**src/rtl/conv_pkg.sv**
```systemverilog
// ---------------------------------------------------------------------------
// conv_pkg
// Shared definitions for the convolution reduction datapath:
//   - clog2          : ceiling log2 for elaboration-time sizing
//   - calc_levels    : number of pairwise adder levels for a given operand count
//   - calc_out_width : width of a full group sum (operand + tree growth + beats)
//   - level_count    : number of terms present at the input of a tree level
//   - level_offset   : bit offset of a level's terms inside the flattened tree bus
//   - acc_state_e    : accumulator FSM state encoding
// ---------------------------------------------------------------------------
package conv_pkg;

  typedef enum logic {
    IDLE  = 1'b0,
    ACCUM = 1'b1
  } acc_state_e;

  // Ceiling log2; clog2(1) = 0.
  function automatic int clog2(input int value);
    int result;
    int rem;
    result = 0;
    rem    = value - 1;
    while (rem > 0) begin
      result = result + 1;
      rem    = rem >> 1;
    end
    return result;
  endfunction

  function automatic int calc_levels(input int num_inputs);
    return clog2(num_inputs);
  endfunction

  function automatic int calc_out_width(input int data_width, input int num_inputs,
                                        input int max_beats);
    return data_width + clog2(num_inputs) + clog2(max_beats);
  endfunction

  // Terms entering level j: each level halves the count, rounding up because
  // an odd leftover term is carried through unchanged.
  function automatic int level_count(input int num_inputs, input int level);
    int count;
    count = num_inputs;
    for (int i = 0; i < level; i++) begin
      count = (count + 1) / 2;
    end
    return count;
  endfunction

  // All tree levels share one flat bus; level i terms are (data_width + i) bits
  // wide, so the offset of level j is the total size of the levels before it.
  function automatic int level_offset(input int num_inputs, input int data_width,
                                      input int level);
    int offset;
    offset = 0;
    for (int i = 0; i < level; i++) begin
      offset = offset + level_count(num_inputs, i) * (data_width + i);
    end
    return offset;
  endfunction

endpackage

```
**src/rtl/reduce_tree_level.sv**
```systemverilog
// ---------------------------------------------------------------------------
// reduce_tree_level
// One registered level of the signed pairwise adder tree. Adjacent terms are
// sign-extended by one bit and added; an odd leftover term is sign-extended
// and passed through. Valid and last travel alongside the data, and the whole
// level holds its contents while adv is low.
//
// Ports:
//   clk       : rising-edge clock
//   reset     : asynchronous active-low reset
//   adv       : global pipeline advance (low = hold everything)
//   in_valid  : incoming terms are a real beat
//   in_last   : incoming beat closes its group
//   in_data   : N_IN signed terms of IN_W bits, term k at [k*IN_W +: IN_W]
//   out_valid : registered valid
//   out_last  : registered last flag
//   out_data  : ceil(N_IN/2) signed terms of IN_W+1 bits
// ---------------------------------------------------------------------------
module reduce_tree_level #(
  parameter int N_IN = 2,
  parameter int IN_W = 16
) (
  input  logic                                 clk,
  input  logic                                 reset,
  input  logic                                 adv,
  input  logic                                 in_valid,
  input  logic                                 in_last,
  input  logic [N_IN*IN_W-1:0]                 in_data,
  output logic                                 out_valid,
  output logic                                 out_last,
  output logic [((N_IN+1)/2)*(IN_W+1)-1:0]     out_data
);

  localparam int N_OUT = (N_IN + 1) / 2;
  localparam int OUT_W = IN_W + 1;

  logic [N_OUT*OUT_W-1:0] sum_d;

  // One extra bit per level is enough to hold the sum of two terms exactly.
  for (genvar k = 0; k < N_OUT; k++) begin : gen_pair
    if (2 * k + 1 < N_IN) begin : g_pair
      logic [IN_W-1:0] term_a;
      logic [IN_W-1:0] term_b;
      assign term_a = in_data[2*k*IN_W +: IN_W];
      assign term_b = in_data[(2*k+1)*IN_W +: IN_W];
      assign sum_d[k*OUT_W +: OUT_W] = {term_a[IN_W-1], term_a} + {term_b[IN_W-1], term_b};
    end else begin : g_pass
      logic [IN_W-1:0] term_a;
      assign term_a = in_data[2*k*IN_W +: IN_W];
      assign sum_d[k*OUT_W +: OUT_W] = {term_a[IN_W-1], term_a};
    end
  end

  // Bubbles are captured as valid = 0, so they flow through without effect
  // downstream; nothing moves while the output stage is blocked.
  always_ff @(posedge clk or negedge reset) begin
    if (!reset) begin
      out_valid <= 1'b0;
      out_last  <= 1'b0;
      out_data  <= '0;
    end else if (adv) begin
      out_valid <= in_valid;
      out_last  <= in_last;
      out_data  <= sum_d;
    end
  end

endmodule

```
**src/rtl/conv_reduce_tree.sv**
```systemverilog
// ---------------------------------------------------------------------------
// conv_reduce_tree
// Pipelined signed reduction unit. Each accepted beat of NUM_INPUTS operands is
// summed by a LEVELS-deep registered adder tree, then beats are accumulated
// into one group result closed by in_last, or force-closed with out_err when a
// group reaches MAX_BEATS beats without in_last.
//
// Ports:
//   clk       : rising-edge clock
//   reset     : asynchronous active-low reset
//   in_valid  : input beat present
//   in_ready  : beat accepted this cycle (combinational, = !out_valid || out_ready)
//   in_data   : NUM_INPUTS signed operands, operand k at [k*DATA_WIDTH +: DATA_WIDTH]
//   in_last   : final beat of a group
//   out_valid : group result held in the output register
//   out_ready : downstream takes the result
//   out_data  : signed group sum, OUT_WIDTH bits
//   out_err   : group was force-closed at MAX_BEATS beats
// ---------------------------------------------------------------------------
module conv_reduce_tree
  import conv_pkg::*;
#(
  parameter int DATA_WIDTH = 16,
  parameter int NUM_INPUTS = 9,
  parameter int MAX_BEATS  = 16
) (
  input  logic                                                         clk,
  input  logic                                                         reset,
  input  logic                                                         in_valid,
  output logic                                                         in_ready,
  input  logic [DATA_WIDTH*NUM_INPUTS-1:0]                             in_data,
  input  logic                                                         in_last,
  output logic                                                         out_valid,
  input  logic                                                         out_ready,
  output logic [calc_out_width(DATA_WIDTH, NUM_INPUTS, MAX_BEATS)-1:0] out_data,
  output logic                                                         out_err
);

  localparam int LEVELS    = calc_levels(NUM_INPUTS);
  localparam int OUT_WIDTH = calc_out_width(DATA_WIDTH, NUM_INPUTS, MAX_BEATS);
  localparam int TREE_W    = DATA_WIDTH + LEVELS;
  localparam int CNT_W     = clog2(MAX_BEATS);
  localparam int BUS_W     = level_offset(NUM_INPUTS, DATA_WIDTH, LEVELS + 1);
  localparam int TREE_OFF  = level_offset(NUM_INPUTS, DATA_WIDTH, LEVELS);

  logic                 adv;
  logic [BUS_W-1:0]     tree_bus;
  logic [LEVELS:0]      tree_valid;
  logic [LEVELS:0]      tree_last;
  logic [TREE_W-1:0]    tree_sum;
  logic [OUT_WIDTH-1:0] tree_sum_ext;

  acc_state_e           state_q, state_d;
  logic [OUT_WIDTH-1:0] acc_q, acc_d;
  logic [CNT_W-1:0]     cnt_q, cnt_d;
  logic [OUT_WIDTH-1:0] out_data_d;
  logic                 out_valid_d;
  logic                 out_err_d;
  logic [OUT_WIDTH-1:0] group_sum;
  logic                 close_group;

  // The whole datapath moves in lock-step: it only stalls when a finished
  // result is sitting in the output register and downstream is not taking it.
  assign adv      = !out_valid || out_ready;
  assign in_ready = adv;

  assign tree_bus[DATA_WIDTH*NUM_INPUTS-1:0] = in_data;
  assign tree_valid[0] = in_valid;
  assign tree_last[0]  = in_last;

  // Each level reads its terms from the flat bus and writes the next level's
  // slice, one bit wider per term.
  for (genvar j = 0; j < LEVELS; j++) begin : gen_level
    localparam int N_IN    = level_count(NUM_INPUTS, j);
    localparam int N_OUT   = level_count(NUM_INPUTS, j + 1);
    localparam int IN_W    = DATA_WIDTH + j;
    localparam int IN_OFF  = level_offset(NUM_INPUTS, DATA_WIDTH, j);
    localparam int OUT_OFF = level_offset(NUM_INPUTS, DATA_WIDTH, j + 1);

    reduce_tree_level #(
      .N_IN (N_IN),
      .IN_W (IN_W)
    ) u_level (
      .clk       (clk),
      .reset     (reset),
      .adv       (adv),
      .in_valid  (tree_valid[j]),
      .in_last   (tree_last[j]),
      .in_data   (tree_bus[IN_OFF +: N_IN*IN_W]),
      .out_valid (tree_valid[j+1]),
      .out_last  (tree_last[j+1]),
      .out_data  (tree_bus[OUT_OFF +: N_OUT*(IN_W+1)])
    );
  end

  assign tree_sum     = tree_bus[TREE_OFF +: TREE_W];
  assign tree_sum_ext = {{(OUT_WIDTH - TREE_W){tree_sum[TREE_W-1]}}, tree_sum};

  // Accumulator and output register next-state. A group closes either on the
  // last flag or when this beat would be the MAX_BEATS-th of the group; in the
  // latter case the result is flagged and the next beat opens a fresh group.
  // When adv is low every register keeps its value.
  always_comb begin
    state_d     = state_q;
    acc_d       = acc_q;
    cnt_d       = cnt_q;
    out_data_d  = out_data;
    out_valid_d = out_valid;
    out_err_d   = out_err;
    group_sum   = ((state_q == ACCUM) ? acc_q : '0) + tree_sum_ext;
    close_group = tree_last[LEVELS] || (cnt_q == CNT_W'(MAX_BEATS - 1));

    if (adv) begin
      out_valid_d = 1'b0;
      if (tree_valid[LEVELS]) begin
        if (close_group) begin
          out_data_d  = group_sum;
          out_valid_d = 1'b1;
          out_err_d   = !tree_last[LEVELS];
          acc_d       = '0;
          cnt_d       = '0;
          state_d     = IDLE;
        end else begin
          acc_d   = group_sum;
          cnt_d   = cnt_q + 1'b1;
          state_d = ACCUM;
        end
      end
    end
  end

  // State, accumulator and output registers; reset drops any partial group.
  always_ff @(posedge clk or negedge reset) begin
    if (!reset) begin
      state_q   <= IDLE;
      acc_q     <= '0;
      cnt_q     <= '0;
      out_data  <= '0;
      out_valid <= 1'b0;
      out_err   <= 1'b0;
    end else begin
      state_q   <= state_d;
      acc_q     <= acc_d;
      cnt_q     <= cnt_d;
      out_data  <= out_data_d;
      out_valid <= out_valid_d;
      out_err   <= out_err_d;
    end
  end

endmodule

```
**config.mk**
```make
export PLATFORM = sky130hd
export DESIGN_NAME = conv_reduce_tree
export DESIGN_NICKNAME = d
export VERILOG_FILES = /design/src/rtl/conv_pkg.sv /design/src/rtl/reduce_tree_level.sv /design/src/rtl/conv_reduce_tree.sv
export SDC_FILE = /design/constraint.sdc
export NUM_CORES = 1
export LEC_CHECK = 0
export BUFFER_PORTS_ARGS = -buffer_cell sky130_fd_sc_hd__buf_2
export CELL_PAD_IN_SITES_DETAIL_PLACEMENT = 0
export CELL_PAD_IN_SITES_GLOBAL_PLACEMENT = 1
export CORE_MARGIN = 2
export CORE_UTILIZATION = 49
export DETAILED_ROUTE_END_ITERATION = 10
export PLACE_DENSITY_LB_ADDON = 0.1
export SYNTH_ARGS = -nofsm -noshare
export SYNTH_HDL_FRONTEND = slang
export SYNTH_SLANG_ARGS = --single-unit
```
**constraint.sdc**
```tcl
create_clock -name clk -period 4.2 [get_ports clk]
set_input_delay 0.84 -clock clk [delete_from_list [all_inputs] [get_ports clk]]
set_output_delay 0.84 -clock clk [all_outputs]
set_load 0.01 [all_outputs]
```
==> results.md <==
* Die Footprint at 34500 um^2
* Wirelength, routed at 35800 um
* Critical path capture point type: flip-flop
* Row count at 66
* Port Buffer Count at 175
* Setup_tns at 0 ns
* Routed len/inst at 14.6 um
* Part of the cycle the worst path needs at 0.777
* Yosys cell types at 66
* FF-to-FF Start: state_q$_DFFE_PN0P_
* Total setup buffers inserted after CTS at 0
* Yosys warnings at 0
* Overall routing resource usage at 0.209
* Pleak at 8.85 nW
* Antenna violations before repair at 0
* Crit start category: flip-flop
* CP Data Required Time at 4.63 ns
* Final setup fails at 0
* Pin count of the biggest net entering global routing at 206
* Syn nets at 2147
* Multi-input gate area at 9510 um^2
* Number of global-route vias before repair at 12617
* Status: finished, final reports clean
* Relative slew margins at 0.381
* Worst-path cell chain: and2_1 -> ha_1 -> fa_1 -> a211oi_1 -> o211ai_1 -> nand3_1 -> o211a_1 -> nor3_1 -> a311oi_1 -> xnor2_1 -> mux2_2
* # hold bufs at CTS at 0
* Final worst slack at 0.937 ns
* Clk buf depth at 3
* CP Launch Point: state_q$_DFFE_PN0P_
* Post-Syn Instances at 1830
* ANT nets after route at 0
* Nets@finish at 2309
* Register bit count reported by yosys at 254
* R2R cell count at 11
* Crit-path slowest cell: dfrtp_1
* Total of max-cap violations at 0
* Post-synth EDFFs at 0
* Clock sinks at 254
* Crit path time final at 3.26 ns
* Min-delay worst type: in2async
* IO Count at 176
* Slew @ Worst Pin at 0.925 ns
* Via density per instance at 5.42
* Synth area leaders: dfrtp_1 (39%), ha_1 (12%), nand2_1 (8.6%)
* Max Transition Viols Final at 0
* # DRC at 0
* Router iterations before antenna repair at 7
* Routed via count at 13296
* CP max FO at 16
* Skew final at 0.0119 ns
* Seq/Total Area, Yosys at 0.393
* Pre-CTS setup slack at 0.724 ns
* Register area at 6360 um^2
* First-pass GRT wire length at 60200 um
* Ys flop type: dfrtp_1
* WS Path Type: reg2reg
* Post-cts gate resize count at 0
* Fillers at 3146
* Ys async rst share at 1.00
* Root buffer cell: clkbuf_16
* Final Hold Vio Count at 0
* RSZ-0062 raised after global routing: false
* Grt ovf at 0
* CP peak stage delay at 0.56 ns
* Num CTS Buffers at 28
* Hpwl dp at 26300 um
* CTS tree: yes
* Diode count at 0
* Cell taking the most area after synthesis: dfrtp_1
* Power density cells at 801 nW/um^2
* VDD IR max at 380 uV
* Die W at 186 um
* Count leader, synth: nand2_1
* Layout area overhead at 14.2%
* Mean Syn Cell Area at 8.85 um^2
* F_max at 306 MHz
* CP arrival at 3.69 ns
* H-tree levels at 1
* Commonest cells post-synth: nand2_1 (373), dfrtp_1 (254), ha_1 (159)
* Clock transition at the registers of the reported paths at 0.06 ns
* WHS at 0.322 ns
* Clk_lat worst skew at 0.55 ns
* Core area at 32500 um^2
* Die height at 186 um
* Yosys top cell area share at 0.393
* 1st-iter DRT viols at 588
* GP Congestion at 0.882
* Initial Utilization at 0.498
* Mapped Area at 16200 um^2
* Share of cells above drive strength 1 at 0.133
* Pwr Total at 14.8 mW
[area by class of cell]
cell class	instances	area share
Tap cell	442	0.0299
Multi-Input combinational cell	1488	0.514
Inverter	33	0.00697
Clock buffer	36	0.0422
Clock inverter	15	0.00812
Timing Repair Buffer	187	0.0548
Sequential cell	254	0.344
[path summary, 6_finish.rpt]
| path | endpoint | slack, ns |
|---|---|---|
| min | acc_q[20]$_DFFE_PN0P_ | 0.32 |
| max | out_data[22]$_DFFE_PN0P_ | 0.94 |
| min reg2reg | gen_level[2].u_level.out_valid$_DFFE_PN0N_ | 0.47 |
| max reg2reg | out_data[22]$_DFFE_PN0P_ | 0.94 |
| max in group asynchronous | gen_level[2].u_level.out_data[4]$_DFFE_PN0N_ | 2.83 |
| min in group clk | gen_level[2].u_level.out_valid$_DFFE_PN0N_ | 0.47 |
[through the flow]
| step | instances | utilization | area (um^2) |
|---|---|---|---|
| final | 2455 | 0.568 | 18500 |
| after global routing | 2455 | 0.568 | 18500 |
| after CTS | 2455 | 0.568 | 18500 |
| after detailed placement | 2404 | 0.540 | 17600 |
| after global placement | 2404 | 0.540 | 17600 |
| after floorplan | 1830 | - | 16200 |
[state kept, by name, indices dropped and copies added (netlist names)]
signal and count:
cnt_q 4, gen_level.u_level.out_last 4, gen_level.u_level.out_valid 4, state_q 1
out_data 24, gen_level.u_level.out_data 191, out_err 1, out_valid 1
acc_q 24
[worst max-delay path: cells and delay by family, from the launching register on]
family	cells	cell delay, ns
compound gates	4	0.99
xor+xnor	1	0.14
mux	1	0.27
flops	1	0.56
fa+ha+maj	2	0.63
simple gates	3	0.54
[cell families (layout without fill, tap and decap cells)]
logic type / count (synthesis) / in the layout / share of synthesized area
AOI/OAI and AO/OA: 510 / 510 / 0.196
xor gates and xnor gates: 129 / 129 / 0.0698
adders and majority gates: 168 / 168 / 0.134
buffers and inverters: 88 / 271 / 0.0204
DFF: 254 / 254 / 0.393
muxes: 18 / 18 / 0.0124
and+or+nand+nor: 663 / 663 / 0.175
[metal layers]
metal / wire, um / track usage / vias up
met5: 0 / 0 / -
li1: - / - / 6795
met3: 1110 / 0.0221 / 40
met2: 17300 / 0.359 / 213
met4: 561 / 0.0444 / 0
met1: 16800 / 0.286 / 6248
[report_power, final]
part	switching, mW	leakage, nW	internal [mW]
registers	0.772	3.03	3.61
logic	4.48	5.37	3.51
clock network	1.01	0.452	1.44
total	6.26	8.85	8.56
[cells in the final DEF (no fill, tap or decap), types with 16 or more instances in the layout]
cell       synthesis  layout
inv_1             33      32
nor3_1            21      21
nor2b_1           20      19
nand2_1          373     373
dfrtp_1          254     254
nor2_1           146     146
clkbuf_16          0      28
mux2_2            16      16
xnor2_1           63      63
ha_1             159     159
a21o_1            50      50
a211oi_1          17      17
buf_2              0     174
xor2_1            66      66
o21ai_0          152     152
a21oi_1          151     151
a31oi_1           17      17
and2_1            27      27
o21bai_1          16      16
Note: power is estimated with default switching activity, not from simulation.
